--- src/rtl/llc_cmd_dispatcher.sv ---
// In-order, flow-controlled command issue to the LLC with illegal-code filtering.
// Optional per-class issue counters are built when LLC_DISPATCH_COUNT_EN is defined.
module llc_cmd_dispatcher #(
  parameter int CMDSIZE   = 4,
  parameter int ADDR_BITS = 32,
  parameter int DEPTH     = 4
) (
  input  logic                 clk,
  input  logic                 rst_n,
  input  logic                 in_valid,
  output logic                 in_ready,
  input  logic [CMDSIZE-1:0]   in_cmd,
  input  logic [ADDR_BITS-1:0] in_addr,
  output logic                 llc_strobe,
  output logic [CMDSIZE-1:0]   llc_cmd,
  output logic [ADDR_BITS-1:0] llc_addr,
  input  logic                 llc_busy,
  output logic                 idle,
  output logic [15:0]          drop_cnt,
  output logic [31:0]          rd_cnt,
  output logic [31:0]          wr_cnt,
  output logic [31:0]          snp_cnt,
  output logic [31:0]          ctl_cnt
);

  localparam int AW = $clog2(DEPTH);

  typedef enum logic [1:0] {IDLE, ISSUE, GAP} state_t;

  state_t                 state, state_nx;
  logic [CMDSIZE-1:0]     cmd_mem  [DEPTH];
  logic [ADDR_BITS-1:0]   addr_mem [DEPTH];
  logic [AW:0]            wr_ptr, rd_ptr, wr_ptr_vis;
  logic                   full, empty, head_avail;
  logic                   cmd_legal, accept, push, drop, pop;
  logic [CMDSIZE-1:0]     head_cmd;

  assign full       = (wr_ptr[AW] != rd_ptr[AW]) && (wr_ptr[AW-1:0] == rd_ptr[AW-1:0]);
  assign empty      = (wr_ptr == rd_ptr);
  // Read side compares against a one-cycle-delayed write pointer, so a fresh
  // entry becomes poppable only on the cycle after it was written.
  assign head_avail = (wr_ptr_vis != rd_ptr);
  assign head_cmd   = cmd_mem[rd_ptr[AW-1:0]];

  assign in_ready = !full;
  assign idle     = empty && (state == IDLE);

  assign cmd_legal = (in_cmd <= CMDSIZE'(6)) || (in_cmd == CMDSIZE'(8)) || (in_cmd == CMDSIZE'(9));
  assign accept    = in_valid && in_ready;
  assign push      = accept && cmd_legal;
  assign drop      = accept && !cmd_legal;

  always_ff @(posedge clk) begin
    if (push) begin
      cmd_mem[wr_ptr[AW-1:0]]  <= in_cmd;
      addr_mem[wr_ptr[AW-1:0]] <= in_addr;
    end
  end

  always_ff @(posedge clk or negedge rst_n) begin
    if (!rst_n) begin
      wr_ptr     <= '0;
      wr_ptr_vis <= '0;
      rd_ptr     <= '0;
    end else begin
      wr_ptr_vis <= wr_ptr;
      if (push) wr_ptr <= wr_ptr + (AW+1)'(1);
      if (pop)  rd_ptr <= rd_ptr + (AW+1)'(1);
    end
  end

  always_ff @(posedge clk or negedge rst_n) begin
    if (!rst_n) state <= IDLE;
    else        state <= state_nx;
  end

  always_comb begin
    state_nx = state;
    case (state)
      IDLE:    if (head_avail && !llc_busy) state_nx = ISSUE;
      ISSUE:   state_nx = GAP;
      GAP:     if (!llc_busy) state_nx = IDLE;
      default: state_nx = IDLE;
    endcase
  end

  always_comb begin
    pop = 1'b0;
    if (state == IDLE && head_avail && !llc_busy) pop = 1'b1;
  end

  always_ff @(posedge clk or negedge rst_n) begin
    if (!rst_n) begin
      llc_strobe <= 1'b0;
      llc_cmd    <= '0;
      llc_addr   <= '0;
      drop_cnt   <= '0;
    end else begin
      llc_strobe <= pop;
      if (pop) begin
        llc_cmd  <= head_cmd;
        llc_addr <= addr_mem[rd_ptr[AW-1:0]];
      end
      if (drop && drop_cnt != '1) drop_cnt <= drop_cnt + 16'd1;
    end
  end

`ifdef LLC_DISPATCH_COUNT_EN
  always_ff @(posedge clk or negedge rst_n) begin
    if (!rst_n) begin
      rd_cnt  <= '0;
      wr_cnt  <= '0;
      snp_cnt <= '0;
      ctl_cnt <= '0;
    end else if (pop) begin
      if (head_cmd == CMDSIZE'(0) || head_cmd == CMDSIZE'(2))
        rd_cnt <= rd_cnt + 32'd1;
      else if (head_cmd == CMDSIZE'(1))
        wr_cnt <= wr_cnt + 32'd1;
      else if (head_cmd >= CMDSIZE'(3) && head_cmd <= CMDSIZE'(6))
        snp_cnt <= snp_cnt + 32'd1;
      else
        ctl_cnt <= ctl_cnt + 32'd1;
    end
  end
`else
  assign rd_cnt  = '0;
  assign wr_cnt  = '0;
  assign snp_cnt = '0;
  assign ctl_cnt = '0;
`endif

endmodule

--- config.mk ---
export PLATFORM = sky130hd
export DESIGN_NAME = llc_cmd_dispatcher
export DESIGN_NICKNAME = d
export VERILOG_FILES = /design/src/rtl/llc_cmd_dispatcher.sv
export SDC_FILE = /design/constraint.sdc
export NUM_CORES = 1
export LEC_CHECK = 0
export BUFFER_PORTS_ARGS = -buffer_cell sky130_fd_sc_hd__buf_2
export CELL_PAD_IN_SITES_DETAIL_PLACEMENT = 1
export CELL_PAD_IN_SITES_GLOBAL_PLACEMENT = 1
export CORE_ASPECT_RATIO = 0.75
export CORE_MARGIN = 8
export CORE_UTILIZATION = 25
export CTS_BUF_LIST = sky130_fd_sc_hd__clkbuf_4 sky130_fd_sc_hd__clkbuf_8
export DETAILED_ROUTE_END_ITERATION = 6
export PLACE_DENSITY = 0.61
export SYNTH_ARGS = -nofsm -noshare
export SYNTH_HDL_FRONTEND = slang
export SYNTH_SLANG_ARGS = --single-unit
--- constraint.sdc ---
create_clock -name clk -period 5.43 [get_ports clk]
set_input_delay 0.2715 -clock clk [delete_from_list [all_inputs] [get_ports clk]]
set_output_delay 0.2715 -clock clk [all_outputs]
set_load 0.02 [all_outputs]
After elaboration in Yosys (flattened, before gate mapping)
Memory sizes are Yosys's and may differ from the RTL's. A register that Yosys moved wholly into a read port is not among the register bits.
Cells that the tools add are included.
Cells by class
  equality and inequality tests: 11
  add/subtract/negate cells: 3
  multiplexer cells: 6
  reduce and logical (&&, ||, !) cells: 18
  order comparisons: 1
Operators by type and width (number)
  $add 16x1->16 const B: 1
  $ne 16x16->1 const B: 1
  $logic_and 1x1->1: 9
  $eq 4x4->1 const B: 2
  $add 3x1->3 const B: 2
  $pmux 2 s3: 1
  $logic_not 1->1: 5
  $le 4x3->1 const B: 1
  $mux 2: 2
  $ne 2x2->1 const B: 2
  $eq 3x3->1: 1
  $mux 1: 3
  $ne 3x3->1: 1
  $eq 2x1->1 const B: 1
  $eq 2x2->1: 1
  $eq 2x2->1 const B: 1
  $logic_not 2->1: 1
  $logic_or 1x1->1: 2
  $reduce_and 2->1: 1
  $ne 1x1->1: 1
Storage, ports and cells
  memories kept: 2
  output and inout bits: 183
  bits in registers: 28
  bits of input ports: 40
  RAM bits: 144
Memories
  addr_mem: depth 4, bits a word 32, read ports 1, clocked after memory_dff 1, write ports 1, RTL line 32  | logic [ADDR_BITS-1:0] addr_mem [DEPTH];
  cmd_mem: depth 4, bits a word 4, read ports 1, clocked after memory_dff 1, write ports 1, RTL line 31  | logic [CMDSIZE-1:0] cmd_mem [DEPTH];

Longest topological paths before layout
Gate-level depths: netlist of the first run.
  depth in word-level cells: 7
  depth in mapped cells: 6
  mapped depth without buffers: 6

Worst setup path before layout of the first run
No wires, ideal clock.
  path type: register -> register
  start: reg rd_ptr[0]
  end: mem addr_mem[0][0], enable pin
  path buffers: 1
  setup time: 397 ps
  setup slack: 3029 ps
  data required time: 5033 ps
  cell stages (with the launch flop): 6
  data arrival time: 2005 ps
  cell sequence: dfrtp_1 > xnor2_1 > nand3_2 > and4_1 > buf_2 > and2_1
Between the ends
  cells in the longest elaborated chain, start to end: 7
RTL lines
  from (decl): RTL line 33  | logic [AW:0] wr_ptr, rd_ptr, wr_ptr_vis;
  from (signal assigned): RTL line 68  | if (pop) rd_ptr <= rd_ptr + (AW+1)'(1);
  $eq 2x2->1: RTL line 38  | assign full = (wr_ptr[AW] != rd_ptr[AW]) && (wr_ptr[AW-1:0] == rd_ptr[AW-1:0]);
  $logic_and 1x1->1: RTL line 38
  $logic_not 1->1: RTL line 45  | assign in_ready = !full;
  net in_ready: RTL line 11  | output logic in_ready,
  $logic_and 1x1->1: RTL line 49  | assign accept = in_valid && in_ready;
  $logic_and 1x1->1: RTL line 50  | assign push = accept && cmd_legal;
  $mux 1: RTL line 54  | if (push) begin
  $mux 1 (implied by the code): RTL line 56  | addr_mem[wr_ptr[AW-1:0]] <= in_addr;
  to (decl): RTL line 32
The timed path passes the listed nets, and every way through them passes these cells.

Worst setup path after layout of the first run
  start: reg rd_ptr[0]
  end: mem addr_mem[2][19], enable pin
Between the ends
  cells in the longest elaborated chain, start to end: 7
RTL lines (RTL line)
  $eq 2x2->1: 38
  $logic_and 1x1->1: 38
  $logic_not 1->1: 45
  $logic_and 1x1->1: 49
  $logic_and 1x1->1: 50
  $mux 1: 54
  $mux 1 (implied by the code): 56
No other way between the ends.

==> results.ini, run 1 <==
[hold_path]
min_delay_path_depth = 3
hp-start = in_valid
min_to = drop_cnt[0]
min_path_type = in -> reg

[critical_path]
r2r_setup_slack_ps = 2350
worstSetupEndpointType = register
crit_type = reg -> reg
startpoint_type = register
r2r-end = addr_mem[2][19]
critPathRequiredTime_ps = 5570
crit_arrival_ps = 3220
crit_fanout = 40
rr_worst_depth = 4
r2r_start = rd_ptr[0]

[grt]
grt_pass1_wl_mm = 29.34
antenna_found_initial = 2
grt_max_degree = 65
grt-ovfl-total = 0
grt_pass1_vias = 4782
track_usage_pct = 9.235

[timing]
setup_viol = 0
finalSetupTns_ps = 0
slew_headroom_pct = 28.98
rsz0062_at_grt = false
fin_worst_skew_ps = 32.24
fmax_ghz = 0.3249
fin_crit_ps = 3078
slew_violations = 0
finalCritPeriodShare_pct = 56.68
worst_slew_pin_slew_ps = 1065
hold_viol = 0

[synth]
synth_xor_area_share_pct = 2.266
synth-main-ff-cell = edfxtp_1
yosysTopAreaCell = edfxtp_1
synth_top_area_share_pct = 48.63
synth_area_um2 = 8891
synth-compound-area-share_pct = 0.2111
synth_cell_type_count = 37
synth-adder-area-share_pct = 0.8444
yosys.area_share.simple_pct = 3.786
syn_inst = 517
seq_area_frac_synth_pct = 66.65
async_reset_ff_share_pct = 30.77
postSynthAreaPerCell_um2 = 17.20
synth.area.top_cells = edfxtp_1, dfrtp_1, buf_4
synth_enable_flop_cells = 144
synth_top_family_by_area = multiplexers
ys_warn_count = 0
muxShareOfSynthArea_pct = 14.34
synth_seq_cells = 208

[floorplan]
num_rows = 59
initial_core_util_pct = 25.52
core_area_um2 = 34840
die_y_um = 179.3
dieWidth_um = 233.8
ios = 223
die-area_um2 = 41920

[drt]
totalWireLength_mm = 20.02
ant_nets = 0
drc = 0
via_per_inst = 3.772
drtPass1Iterations = 4
vias = 4383
wl_per_cell_um = 17.22
drt_iter0_markers = 196

[placed_design]
numPortBuffers = 94
gp_congestion = 0.6596
dpl_cell_area_um2 = 9408
hpwlAfterDp_mm = 12.90

[layout]
layout.nets = 722
seq_area_um2 = 5931
area_growth_pct = 18.70
layout-drive-gt1-share_pct = 34.94
final_common_cell = edfxtp_1
final_cell_mix = edfxtp_1, conb_1, buf_2, dfrtp_1
finalInstanceArea_um2 = 10550
multi_input_area_um2 = 2391
n_fill_cell = 3724

[clock_network]
clockBufferDepth = 3
post_cts_resized = 0
clockRootBuffer = clkbuf_8
clkTransAtPathRegs_ps = 60
clk_latency_ps = 550
cts_buffers = 36
cts_tree = done
post_cts_buffers = 0
holdBufCountCts = 38
clock_sinks = 208
cts_max_level = 2

[pwr]
p_per_area_nw_per_um2 = 512.9
leakagePower_nw = 4.116
vdd_drop_max_v = 0.0002562

[run]
cap_viol_max_count = 0

[outcome]
outcome = complete, no violations

-- synthesized netlist by cell type, types with 2 or more instances --
library cell  instances
mux4_2               36
buf_2                 6
xnor2_1              10
buf_4               131
nand4_1               2
ha_1                  6
nor2_1                4
mux2_1                2
and3_2                2
nand3_1              10
buf_1                 3
xor2_1               13
nor4_1                3
nor3_1                7
o21ai_0               2
dfrtp_1              64
inv_1                 5
and2_1                3
and3_1                3
nand2_1               8
edfxtp_1            144
nand3_2               2
mux2_2               37
-- stage by stage --
step | worst slack [ps] | utilization, % | std cells | power, mW | hold slack (ps)
4_1_cts | 2192 | 30.28 | 1161 | 5.542 | 78.12
5_1_grt | 2041 | 30.29 | 1162 | 5.750 | 112.4
3_3_place_gp | 2324 | 27.00 | 1057 | 3.925 | 425.5
3_5_place_dp | 2239 | 27.00 | 1057 | 3.947 | 436.8
2_1_floorplan | 3029 | - | 644 | 3.493 | -24.09
6_report | 2352 | 30.29 | 1162 | 5.413 | 121.5
-- metal layers --
layer,global-route usage (%),routed length (µm),vias up
li1,-,-,1986
met3,3.431,1303,33
met5,0,10,-
met1,12.03,8958,2239
met2,14.38,9457,123
met4,2.460,286,2
-- where the power goes --
part	leakage, nW	internal [mW]	switching, mW
sequential	2.08	2.07	0.273
clock	0.399	0.852	0.677
combinational	1.64	0.695	0.848
total	4.12	3.62	1.80
-- worst max path at each step --
stage | startpoint | endpoint | slack (ps)
after floorplan | rd_ptr[0] | addr_mem[0][0] | 3030
after global placement | rd_ptr[0] | addr_mem[2][25] | 2320
after detailed placement | rd_ptr[0] | addr_mem[2][25] | 2240
after CTS | rd_ptr[0] | addr_mem[2][29] | 2190
after global routing | rd_ptr[0] | addr_mem[1][21] | 2040
final | rd_ptr[0] | addr_mem[2][19] | 2350
-- flip-flops by register name, indices dropped and copies added (netlist names) --
name        flops
wr_ptr          3
wr_ptr_vis      3
llc_cmd         4
cmd_mem        16
rd_ptr          3
llc_strobe      1
llc_addr       32
addr_mem      128
state           2
drop_cnt       16
-- final cells by class --
class / count / area share (%)
inverters: 5 / 0.1778
repair buffers: 135 / 8.299
diodes: 1 / 0.02371
flip-flops and latches: 208 / 56.19
clock buffers: 45 / 5.453
clock inverters: 21 / 1.778
multi-input cells: 290 / 22.66
well taps: 457 / 5.418
-- kinds of logic after synthesis --
kind of cell,count (synthesis)
compound gates,3
xor+xnor,23
fa+ha+maj,6
buf+inv,146
flops,208
mux,77
other cells,1
simple gates,53
-- worst max-delay path, stage by stage, from the launching register on --
cell and delay (ps):
dfrtp_4 970, xnor2_1 220, nand3_2 190, and4_1 360, and2_2 910
No activity file was read; power rests on OpenSTA's default activity.
==> run 2: changes to the inputs <==
--- a/config.mk
+++ b/config.mk
@@ -13,7 +13,7 @@
 export CORE_UTILIZATION = 25
 export CTS_BUF_LIST = sky130_fd_sc_hd__clkbuf_4 sky130_fd_sc_hd__clkbuf_8
 export DETAILED_ROUTE_END_ITERATION = 6
-export PLACE_DENSITY = 0.61
+export PLACE_DENSITY = 0.63
 export SYNTH_ARGS = -nofsm -noshare
 export SYNTH_HDL_FRONTEND = slang
 export SYNTH_SLANG_ARGS = --single-unit
==> constraint.sdc (replaced) <==
create_clock -name clk -period 2.8 [get_ports clk]
set_input_delay 0.14 -clock clk [delete_from_list [all_inputs] [get_ports clk]]
set_output_delay 0.14 -clock clk [all_outputs]
set_load 0.02 [all_outputs]
==> run 2 against run 1 <==
Compared with the run above: routed wire length rose by 1.3%; clock skew rose by 5.6 ps; cell count rose by 0.43%; final area rose by 0.39%; first-iteration DRC count rose by 11%; sequential cell count did not move; largest cell class unchanged.
==> results.ini, run 2 (synthesis results as in run 1) <==
[outcome]
outcome = complete, no violations

[timing]
worst_slew_pin_slew_ps = 949.7  ; -115.6 ps
slew_violations = 0  ; unchanged
finalSetupTns_ps = 0  ; unchanged
fin_worst_skew_ps = 37.83  ; +5.590 ps
fin_crit_ps = 2138
setup_viol = 0  ; unchanged
hold_viol = 0  ; unchanged
slew_headroom_pct = 36.69  ; +7.7 points
whs_ps = 294.2  ; +172.7 ps
finalCritPeriodShare_pct = 76.35
rsz0062_at_grt = false
fmax_ghz = 0.4677

[critical_path]
crit_fanout = 3  ; -93%
crit_arrival_ps = 2000  ; -1220 ps
r2r_start = rd_ptr[0]
r2r-end = addr_mem[3][22]
startpoint_type = register
crit_slowest_cell = dfrtp_4
max_stage_delay_ps = 490  ; -480 ps
worstSetupEndpointType = primary output
r2r_setup_slack_ps = 670  ; -1680 ps
critPathRequiredTime_ps = 2660  ; -2910 ps
path_cells = xnor2_1, nand2_1, nor4_1, buf_2
critPathLaunch = rd_ptr[0]
rr_worst_depth = 4  ; unchanged
crit_type = reg -> out

[layout]
layout-drive-gt1-share_pct = 35.35  ; +0.41 points
final_cell_mix = edfxtp_1, conb_1, buf_2, dfrtp_1, dlygate4sd3_1
largest_reg_flops = 128  ; unchanged
final-instance-count-excl-fill = 1167  ; +0.43%
layout.nets = 729  ; +0.97%
antennaDiodeCount = 0  ; -1
post-route-util_pct = 30.41  ; +0.12 points
area_growth_pct = 19.17
final_common_cell = edfxtp_1

[drt]
dr.max_layer_used = met5
drt_iter0_markers = 217  ; +11%
via_per_inst = 3.800  ; +0.75%
wl_met1_mm = 8.610  ; -3.9%
vias = 4435  ; +1.2%
wl_per_cell_um = 17.38  ; +0.90%
ant_nets = 0  ; unchanged
drtPass1Iterations = 4  ; unchanged
route.met2.wl_mm = 10.04  ; +6.2%
wl_met3_mm = 1.202  ; -7.8%
drc = 0  ; unchanged
totalWireLength_mm = 20.28  ; +1.3%

[clock_network]
clockRootBuffer = clkbuf_8
cts_max_level = 2  ; unchanged
clock_sinks = 208  ; unchanged
clk_latency_ps = 550  ; about the same
cts_buffers = 36  ; unchanged
clockBufferDepth = 3  ; unchanged
clkTransAtPathRegs_ps = 60  ; about the same
cts_tree = done

[floorplan]
initial_core_util_pct = 25.52  ; unchanged
ios = 223  ; unchanged
dieWidth_um = 233.8  ; unchanged
die-area_um2 = 41920  ; unchanged
core_area_um2 = 34840  ; unchanged
die_y_um = 179.3  ; unchanged
num_rows = 59  ; unchanged

[grt]
antenna_found_initial = 1  ; -1
grt_pass1_vias = 4936  ; +3.2%
grt-ovfl-total = 0  ; unchanged
grt_max_degree = 65  ; unchanged
track_usage_pct = 9.399  ; +0.16 points
grt_pass1_wl_mm = 30.19  ; +2.9%

[pwr]
p_total_mw = 10.39  ; +92%
leakagePower_nw = 4.137  ; +0.52%
p_per_area_nw_per_um2 = 981.1  ; +91%
vdd_drop_max_v = 0.0004234  ; +65%

[placed_design]
hpwlAfterDp_mm = 13.43  ; +4.1%
gp_congestion = 0.6768  ; +2.6%
numPortBuffers = 94  ; unchanged
dp_cells = 1063  ; +0.57%

[run]
cap_viol_max_count = 0  ; unchanged

[hold_path]
min_path_type = in -> async

## run 2: changes by cell type in the layout (fill, tap and decap cells not counted), sizes merged
| cell | previous run | this run |
|---|---|---|
| clkinv | 14 | 9 |
| bufinv | 3 | 1 |
| diode | 1 | 0 |
| buf | 97 | 103 |
| clkbuf | 45 | 51 |
| dlygate4sd3 | 38 | 39 |
## run 2: how the worst max path moves through the flow
| stage | endpoint | depth (start not counted) |
|---|---|---|
| floorplan | addr_mem[0][0] | 5 |
| global placement | drop_cnt[1] | 5 |
| detailed placement | llc_addr[17] | 3 |
| CTS | idle | 4 |
| global route | idle | 4 |
| finish | idle | 4 |
## run 2: per-stage QoR
stage / area [µm²] / setup WS [ps]
final: 10600 / 662.1
after global routing: 10600 / 497.3
after CTS: 10600 / 509.8
after detailed placement: 9478 / 627.7
after global placement: 9478 / 653.5
after floorplan: 9368 / 398.7
## run 2: where the power goes
part	total, mW	internal [mW]	leakage [nW]	switching, mW
logic	3.23	1.39	1.68	1.84
registers	4.37	4.01	2.08	0.359
clock network	2.80	1.54	0.379	1.26
total	10.4	6.94	4.14	3.46
## run 2: final cells by class
class	instances	area (µm²)
Clock buffer	51	620.6
Clock inverter	14	106.4
Fill cell	3760	24250
Inverter	5	18.77
Multi-Input combinational cell	290	2391
Sequential cell	208	5931
Tap cell	457	571.8
Timing Repair Buffer	142	955.9
## run 2: timing repair
item / in CTS / in global routing
hold endpoints to repair: 212 / 0
setup endpoints to repair: 0 / 0
resized for setup: 0 / 0
buffers inserted: 0 / 0
hold buffers: 39 / 0
## run 2: layer usage
layer	track usage (%)	vias to the layer above
met4	3.114	2
met2	15.62	113
met1	11.59	2288
met5	0	-
li1	-	1996
met3	2.910	36
## run 2: critical path, delay by kind of cell (launching register included)
family | cells | cell delay, ps
buffers and inverters | 1 | 260
xor gates and xnor gates | 1 | 260
and+or+nand+nor | 2 | 450
DFF | 1 | 490
